### src/rtl/mux_arbiter_2.sv
// Two-requester burst arbiter. It alternates priority on release and caps each grant
// at MAX_HOLD beats. The output stage is a single registered beat with valid/ready.
module mux_arbiter_2 #(
  parameter int unsigned WIDTH    = 32,
  parameter int unsigned MAX_HOLD = 4
) (
  input  logic             clk,
  input  logic             rst,
  input  logic             ReqA,
  input  logic [WIDTH-1:0] DataA,
  input  logic             LastA,
  output logic             AckA,
  input  logic             ReqB,
  input  logic [WIDTH-1:0] DataB,
  input  logic             LastB,
  output logic             AckB,
  output logic [WIDTH-1:0] O,
  output logic             OValid,
  input  logic             OReady,
  output logic             Sel
);

  typedef enum logic [1:0] {IDLE, GRANT_A, GRANT_B} state_e;

  localparam logic [7:0] HOLD = 8'(MAX_HOLD);

  state_e           state_q, state_d;
  logic             pri_q, pri_d;
  logic             sel_q, sel_d;
  logic [WIDTH-1:0] o_q, o_d;
  logic             ovalid_q, ovalid_d;
  logic [7:0]       cnt_q, cnt_d;

  logic       space;
  logic       ack_a, ack_b, ack;
  logic       req_g, last_g, rel_g;
  logic [7:0] cnt_inc;

  assign space  = !ovalid_q || OReady;
  assign ack_a  = (state_q == GRANT_A) && ReqA && space;
  assign ack_b  = (state_q == GRANT_B) && ReqB && space;
  assign ack    = ack_a || ack_b;

  assign AckA   = ack_a;
  assign AckB   = ack_b;
  assign O      = o_q;
  assign OValid = ovalid_q;
  assign Sel    = sel_q;

  always_comb begin
    state_d  = state_q;
    pri_d    = pri_q;
    cnt_d    = cnt_q;
    o_d      = o_q;
    ovalid_d = ovalid_q;
    req_g    = (state_q == GRANT_B) ? ReqB : ReqA;
    last_g   = (state_q == GRANT_B) ? LastB : LastA;
    cnt_inc  = cnt_q + 8'd1;
    rel_g    = 1'b0;

    if (ack) begin
      o_d      = sel_q ? DataB : DataA;
      ovalid_d = 1'b1;
      cnt_d    = cnt_inc;
    end else if (ovalid_q && OReady) begin
      ovalid_d = 1'b0;
    end

    unique case (state_q)
      IDLE: begin
        if (ReqA && (!ReqB || !pri_q)) begin
          state_d = GRANT_A;
          cnt_d   = '0;
        end else if (ReqB) begin
          state_d = GRANT_B;
          cnt_d   = '0;
        end
      end
      GRANT_A, GRANT_B: begin
        // A dropped request releases even before the first beat is taken.
        rel_g = !req_g || (ack && (last_g || cnt_inc == HOLD));
        if (rel_g) begin
          state_d = IDLE;
          pri_d   = (state_q == GRANT_A);
        end
      end
      default: state_d = IDLE;
    endcase

    sel_d = (state_d == GRANT_B);
  end

  always_ff @(posedge clk or posedge rst) begin
    if (rst) begin
      state_q  <= IDLE;
      pri_q    <= 1'b0;
      sel_q    <= 1'b0;
      o_q      <= '0;
      ovalid_q <= 1'b0;
      cnt_q    <= '0;
    end else begin
      state_q  <= state_d;
      pri_q    <= pri_d;
      sel_q    <= sel_d;
      o_q      <= o_d;
      ovalid_q <= ovalid_d;
      cnt_q    <= cnt_d;
    end
  end

endmodule

### config.mk
export PLATFORM = sky130hd
export DESIGN_NAME = mux_arbiter_2
export DESIGN_NICKNAME = d
export VERILOG_FILES = /design/src/rtl/mux_arbiter_2.sv
export SDC_FILE = /design/constraint.sdc
export NUM_CORES = 1
export LEC_CHECK = 0
export ABC_CLOCK_PERIOD_IN_PS = 2260
export CAP_MARGIN = 40
export CORE_AREA = 2 2 79 81
export DETAILED_ROUTE_END_ITERATION = 8
export DIE_AREA = 0 0 81 83
export HOLD_SLACK_MARGIN = 0.15
export PLACE_DENSITY_LB_ADDON = 0.15
export SYNTH_ARGS = -nofsm -noshare
export SYNTH_HDL_FRONTEND = slang
export SYNTH_SLANG_ARGS = --single-unit
### constraint.sdc
create_clock -name clk -period 2.26 [get_ports clk]
set_input_delay 0.339 -clock clk [delete_from_list [all_inputs] [get_ports clk]]
set_output_delay 0.339 -clock clk [all_outputs]
set_load 0.02 [all_outputs]
# Yosys cells after proc, flatten, opt, wreduce, memory -nomap -nowiden
# Cells that the tools add are included.
# word_totals
regBits	45
out_inout_bits	36
word_cells	44
# classes
add_sub_neg	1
n_eq_ne	4
n_mux	13
reduce_logical	20
# ops
op	count
two-way mux 32 bit	1
two-way mux 8 bit	4
adder 8 x 1 -> 8 bit, second input constant	1
== test 8 x 3 -> 1 bit, second input constant	1
logical AND 1 bit	7
two-way mux 2 bit	3
logical OR 1 bit	5
== test 2 bit, second input constant	2
logical NOT 1 bit	4
two-way mux 1 bit	4
case mux 2 bit (2 select lines)	1
== test 2 x 1 -> 1 bit, second input constant	1
logical NOT 2 bit	1
AND reduction 2 bit	1
nonzero test 2 bit	1
OR reduction 2 bit	1

# Depth between registers and ports, before layout
# Gate-level depths: netlist of run 1.
# logic_depth
ltp_word	9
depth_mapped	9

# Worst setup path before layout of run 1
# No wires, ideal clock.
# synth_timing
path_kind	register to register
start	register state_q[0]
end	register sel_q (netlist: Sel)
setup_ns	0.121
arrival_ns	1.782
slack_ns	0.357
stages_incl_launch_ff	8
cell_sequence	dfrtp_1 > inv_1 > ha_1 > mux2_2 > nand3_1 > o21bai_1 > a221o_1 > a22o_1
# synth_between
elab_chain_cells	9
elab_cells_between_ends	20
# synth_rtl
element	line	rtl
from (decl)	27	state_e state_q, state_d;
from (signal assigned)	102	state_q <= state_d;
== test 2 x 1 -> 1 bit / == test 2 bit (equally long branches)	--	
logical AND 1 bit (on tied branches) (2 in series)	40, 41	
logical OR 1 bit	42	assign ack = ack_a || ack_b;
logical AND 1 bit	81	rel_g = !req_g || (ack && (last_g || cnt_inc == HOLD));
logical OR 1 bit	81	
two-way mux 2 bit	82	if (rel_g) begin
case mux 2 bit (2 select lines) *	69	unique case (state_q)
via state_d[1]	27	
== test 2 bit *	90	sel_d = (state_d == GRANT_B);
via sel_d	29	logic sel_q, sel_d;
to (signal assigned)	104	sel_q <= sel_d;
to (decl)	29	
# The timed path passes the listed nets; every way through them passes the cells marked *.
# A chain may end at the register's enable or synchronous reset.

# Worst setup path after layout of run 1
# Same ends and word-level chain as after synthesis.

==> results of run 1 <==
-- cell usage in the layout (no fill, tap or decap), drive strengths merged, types with 2 or more instances in the layout --
cell,count
ha,6
nor2b,3
o21ai,35
a21boi,3
mux2,2
dfrtp,45
nor3,4
o31ai,2
xnor2,3
nand3,3
clkdlybuf4s50,104
nor3b,2
a21oi,2
inv,4
dlymetal6s2s,2
nor2,11
clkbuf,5
buf,8
nand2,46
o21bai,2
nand4,4
mux2i,33
xor2,4
-- state kept, by name, summed over array words and instances, names as in the netlist --
signal	flops
O	32
cnt_q	8
state_q	2
OValid	1
Sel	1
pri_q	1
-- synthesized netlist by cell type (2+ instances only) --
| master | number | area (um^2) |
|---|---|---|
| dfrtp_1 | 45 | 1126 |
| buf_1 | 2 | 7.510 |
| nor2b_1 | 3 | 18.77 |
| o21bai_1 | 2 | 15.01 |
| xnor2_1 | 3 | 26.28 |
| ha_1 | 6 | 75.07 |
| nor2_1 | 10 | 37.54 |
| mux2i_1 | 33 | 330.3 |
| xor2_1 | 4 | 35.03 |
| o21ai_0 | 35 | 175.2 |
| nor3b_1 | 2 | 15.01 |
| nand2_1 | 46 | 172.7 |
| a21oi_1 | 2 | 10.01 |
| nand3_1 | 3 | 15.01 |
| inv_1 | 4 | 15.01 |
| nand4_1 | 4 | 25.02 |
| buf_2 | 4 | 20.02 |
| clkbuf_1 | 5 | 18.77 |
| nor3_1 | 3 | 15.01 |
| o31ai_1 | 2 | 15.01 |
| mux2_2 | 2 | 22.52 |
| a21boi_0 | 3 | 22.52 |
-- cell families after synthesis --
| logic type | share of synthesized area |
|---|---|
| adder cells (fa/ha/maj) | 0.03143 |
| multiplexers | 0.1477 |
| AND/OR/NAND/NOR | 0.1640 |
| XOR/XNOR | 0.02567 |
| AO/OA/AOI/OAI | 0.1294 |
| buffers and inverters | 0.03038 |
| flip-flops | 0.4715 |
-- per-layer routing --
| layer | GRT usage | up-vias | wire (um) |
|---|---|---|---|
| met4 | 0.04931 | 0 | 67 |
| met5 | 0 | - | 0 |
| met2 | 0.3020 | 85 | 2751 |
| met1 | 0.2400 | 988 | 2554 |
| li1 | - | 1060 | - |
| met3 | 0.04457 | 9 | 562 |
-- how the worst max path moves through the flow --
stage	end	depth (start not counted)
detailed placement	Sel$_DFF_PP0_	6
floorplan	Sel$_DFF_PP0_	7
finish	Sel$_DFF_PP0_	7
global route	O[25]$_DFFE_PP0N_	7
global placement	Sel$_DFF_PP0_	6
CTS	AckB	5
-- power breakdown --
| group | switching [mW] | internal, mW |
|---|---|---|
| registers | 0.169 | 1.13 |
| logic | 1.12 | 1.00 |
| clock network | 0.248 | 0.204 |
-- worst reg2reg max path: stages (launching register included) --
cell and delay, ns:
dfrtp_1 0.45, inv_1 0.12, ha_2 0.24, mux2_2 0.39
nand3_1 0.12, o21bai_1 0.07, a221o_1 0.37, a22o_1 0.21
-- area by class of cell --
| cell class | instances | share of cell area |
|---|---|---|
| Clock inverter | 1 | 0.001379 |
| Timing Repair Buffer | 114 | 0.3103 |
| Multi-Input combinational cell | 181 | 0.3286 |
| Sequential cell | 45 | 0.3107 |
| Clock buffer | 5 | 0.01897 |
| Tap cell | 75 | 0.02586 |
| Inverter | 4 | 0.004138 |
-- stage by stage --
stage / area [um^2] / instances
4_1_cts: 3621 / 425
2_1_floorplan: 2389 / 242
6_report: 3628 / 425
3_3_place_gp: 3547 / 419
3_5_place_dp: 3547 / 419
5_1_grt: 3628 / 425
-- repair_timing --
action / in CTS / in global routing
endpoints found under the setup margin: 0 / 3
resized for setup: 0 / 3
hold endpoints to repair: 0 / 0
==> impl_metrics.tcl, run 1 <==
set metrics [dict create \
    status "complete, no violations" \
    worst-path-buf-inv 1 \
    start_util 0.4107 \
    syn_inst 242 \
    path_class "reg -> reg" \
    fp.dieH_um 83 \
    cts_made_buffers 5 \
    leakage_nw 1.557 \
    gp_congestion 0.7852 \
    clk_pin_slew_ns 0.08 \
    cpPeakStageDelay_ns 0.45 \
    dr.pass1.iters 4 \
    crit_arrival_ns 2.26 \
    grt.overflow.total 0 \
    hold_class "in -> async" \
    syn-num-nets 319 \
    relSlewSlack 0.6821 \
    crit_family "compound AO/OA/AOI/OAI gates" \
    grt_pass1_wl_um 9991 \
    area_growth_pct 51.91 \
    reg2reg_to "Sel$_DFF_PP0_" \
    cts_tree "done" \
    grt_pass1_vias 2120 \
    crit_fanout 5 \
    crit_path_end_kind "register" \
    postCtsSetupRepairBufs 0 \
    drive_gt1_frac 0.07143 \
    ir_worst_vdd_uv 548.1 \
    fp.dieW_um 81 \
    syn-cell-area_um2 2389 \
    path_cells "inv_1, ha_2, mux2_2, nand3_1, o21bai_1, a221o_1, a22o_1" \
    viasPerCell 5.040 \
    powerDensity_nw_per_um2 1067 \
    synth_ff_type "dfrtp_1" \
    crit_path_top_delay_cell "dfrtp_1" \
    skew_ns 0.004212 \
    grt_max_degree 35 \
    drt_iter0_drc 114 \
    ant_nets 0 \
    htreeDepth 2 \
    yosys.cell_types.count 41 \
    drt-total-wl_um 5934 \
    postLayoutCoreUtil 0.6239 \
    dpl.hpwl_um 4642 \
    period_needed_ns 2.080 \
    fin_ws_ns 0.1796 \
    rows 28 \
    die_area_um2 6723 \
    setup_violations 0 \
    nNetsFinal 428 \
    ctsHoldBuffers 0 \
    hold_viol 0 \
    worstSkewPairLatency_ns 0.29 \
    wire_per_inst_um 13.96 \
    critPathLaunch "state_q[0]$_DFF_PP0_" \
    seq_area_um2 1127 \
    multi_input_area_um2 1192 \
    cts-root-buf "clkbuf_8" \
    slew_viol_final 0 \
    ff2ff_path_depth 7 \
    clkSinkCount 45 \
    cts.path.max_buffers 2 \
    portBuffers 106 \
    synth_edf_count 0 \
    setup_tns_ns 0 \
    reg2reg_slack_ns 0.18 \
    ys_warn_count 0 \
    ys_seq_area_frac 0.4715 \
    place_ws_ns 0.09612 \
    antenna_cells 0 \
    worstPathRequired_ns 2.44 \
    period_share 0.9206 \
    tightest_slew_ns 0.4758 \
    max_freq_ghz 0.4807 \
    grt.total_usage 0.1837 \
    io_pins 107 \
    route.vias.total 2142 \
    r2r_start "state_q[0]$_DFF_PP0_" \
    ys_ff_latch 45 \
    antenna_found_initial 0 \
    syn_area_per_cell_um2 9.870 \
    worst_setup_path_start_kind "register" \
    hold_slack_ns 0.3396 \
    async_flop_share 1.000 \
    drv_cap 0 \
    power_mw 3.873 \
    fillers 524 \
    core_um2 5816 \
    rsz0062_at_grt "no" \
    drc 0 \
]
Power figures use the tool's default switching activity.
==> inputs of run 2 (changes only) <==
--- a/config.mk
+++ b/config.mk
@@ -8,6 +8,7 @@
 export ABC_CLOCK_PERIOD_IN_PS = 2260
 export CAP_MARGIN = 40
 export CORE_AREA = 2 2 79 81
+export CTS_CLUSTER_SIZE = 16
 export DETAILED_ROUTE_END_ITERATION = 8
 export DIE_AREA = 0 0 81 83
 export HOLD_SLACK_MARGIN = 0.15
==> results of run 2 <==
Same layout as run 1: the final DEF is identical, and so are final timing and power.
==> inputs of run 3 (changes only) <==
--- a/config.mk
+++ b/config.mk
@@ -7,10 +7,10 @@
 export LEC_CHECK = 0
 export ABC_CLOCK_PERIOD_IN_PS = 2260
 export CAP_MARGIN = 40
-export CORE_AREA = 2 2 79 81
+export CORE_AREA = 8 8 85 87
 export CTS_CLUSTER_SIZE = 16
 export DETAILED_ROUTE_END_ITERATION = 8
-export DIE_AREA = 0 0 81 83
+export DIE_AREA = 0 0 93 95
 export HOLD_SLACK_MARGIN = 0.15
 export PLACE_DENSITY_LB_ADDON = 0.15
 export SYNTH_ARGS = -nofsm -noshare
==> run 3 against run 2 <==
Net effect: register-to-register slack improved by 0.09 ns; global-route usage down 3.8 points; core utilization up 0.37 points; flip-flop and latch count stayed put; routed wire length is 9.1% higher; total power rose by 1.6%; via count decreased by 3.1%; largest power group unchanged.
==> impl_metrics.tcl, run 3 (synthesis gave the netlist of run 1 again) <==
set metrics [dict create \
    antenna_found_initial 0 \
    drt-total-wl_um 6475 \
    ctsHoldBuffers 0 \
    status "complete, no violations" \
    rows 28 \
    cts_made_buffers 5 \
    final_common_cell "clkdlybuf4s50_1" \
    drive_gt1_frac 0.07670 \
    htreeDepth 2 \
    drc 0 \
    cpPeakStageDelay_ns 0.61 \
    core_um2 5816 \
    area_growth_pct 52.80 \
    postCtsSetupRepairBufs 0 \
    worst-path-buf-inv 1 \
    power_mw 3.936 \
    skew_ns 0.002613 \
    cts-root-buf "clkbuf_8" \
    clk_pin_slew_ns 0.08 \
    cts_tree "done" \
    viasPerCell 4.859 \
    antenna_cells 0 \
    path_class "reg -> out" \
    setup_violations 0 \
    drv_cap 0 \
    fp.dieW_um 93 \
    crit_arrival_ns 1.80 \
    reg2reg_slack_ns 0.27 \
    grt_max_degree 33 \
    io_pins 107 \
    nNetsFinal 429 \
    worst_setup_path_start_kind "register" \
    crit_fanout 6 \
    slew_viol_final 0 \
    clkSinkCount 45 \
    hold_viol 0 \
    die_area_um2 8835 \
    period_share 0.9462 \
    route.vias.total 2075 \
    period_needed_ns 2.138 \
    crit_family "buffers and inverters" \
    drt_iter0_drc 71 \
    crit_path_top_delay_cell "clkdlybuf4s50_1" \
    ant_nets 0 \
    layout_common_cells "clkdlybuf4s50_1, nand2_1, dfrtp_1" \
    crit_path_end_kind "output port" \
    relSlewSlack 0.6915 \
    grt_pass1_vias 2057 \
    cts.path.max_buffers 2 \
    dpl.hpwl_um 5291 \
    grt.overflow.total 0 \
    path_cells "ha_2, nand2_1, nor2_1, clkdlybuf4s50_1" \
    worstPathRequired_ns 1.92 \
    setup_tns_ns 0 \
    worstSkewPairLatency_ns 0.30 \
    wire_per_inst_um 15.16 \
    fp.dieH_um 95 \
    gp_congestion 0.8427 \
    tightest_slew_ns 0.4618 \
    leakage_nw 1.548 \
    dr.pass1.iters 4 \
    grt.total_usage 0.1453 \
    rsz0062_at_grt "no" \
    largest_reg_flops 32 \
    powerDensity_nw_per_um2 1079 \
    fillers 520 \
    max_freq_ghz 0.4677 \
    hold_class "in -> async" \
    grt_pass1_wl_um 10290 \
    portBuffers 106 \
    ir_worst_vdd_uv 537.3 \
    start_util 0.4107 \
]
-- run 3: cell count changes in the layout (fill, tap and decap cells not counted), sizes merged --
| cell | change |
|---|---|
| dlymetal6s2s | -1 |
| buf | +1 |
| clkdlybuf4s50 | +1 |
| clkbuf | +1 |
| clkinv | -1 |
| clkinvlp | +1 |
-- run 3: what timing repair did --
action / CTS / global route
gates resized for setup: 0 / 2
hold endpoints to repair: 0 / 0
endpoints found under the setup margin: 0 / 2
-- run 3: worst register-to-register path, stage by stage, from the launching register on --
cell and delay, ns:
dfrtp_1 0.46, ha_2 0.28, mux2_2 0.38, nand3_1 0.12, o21bai_1 0.07, a221o_1 0.37
a22o_1 0.21
-- run 3: path summary, 6_finish.rpt --
path,startpoint,to,cells after the start
max,state_q[1]$_DFF_PP0_,AckB,4
min,rst,O[30]$_DFFE_PP0N_,2
max reg2reg,state_q[1]$_DFF_PP0_,Sel$_DFF_PP0_,6
min reg2reg,O[25]$_DFFE_PP0N_,O[25]$_DFFE_PP0N_,2
max in group asynchronous,rst,O[22]$_DFFE_PP0N_,3
min in group clk,O[25]$_DFFE_PP0N_,O[25]$_DFFE_PP0N_,2
-- run 3: layer usage --
layer  up-vias  global-route usage  part of all wire
li1       1064                   -                 -
met1       931              0.1758              0.44
met2        74              0.2385              0.48
met3         6             0.05238             0.074
met4         0             0.04027             0.010
met5         -                   0                 0
-- run 3: area by class of cell --
class,count,area (um^2),area share
tap,75,93.84,0.02571
clock buffer,6,82.58,0.02263
inverter,4,15.01,0.004114
sequential,45,1127,0.3089
timing repair buffer,115,1131,0.3099
clock inverter,1,7.507,0.002057
multi-input combinational,181,1192,0.3267
-- run 3: per-stage QoR --
step / cell area [um^2] / utilization / hold WS [ns] / std cells / setup slack, ns
3_5_place_dp: 3555 / 0.6112 / 0.4712 / 420 / 0.08601
4_1_cts: 3645 / 0.6267 / 0.3076 / 427 / 0.07155
6_report: 3650 / 0.6276 / 0.3064 / 427 / 0.1217
5_1_grt: 3650 / 0.6276 / 0.3284 / 427 / 0.02514
2_1_floorplan: 2389 / - / 0.4979 / 242 / 0.3574
3_3_place_gp: 3555 / 0.6112 / 0.4609 / 420 / 0.1449
-- run 3: report_power, final --
| group | internal (mW) | switching [mW] |
|---|---|---|
| sequential | 1.13 | 0.189 |
| clock | 0.242 | 0.259 |
| combinational | 1.00 | 1.12 |
| total | 2.37 | 1.56 |
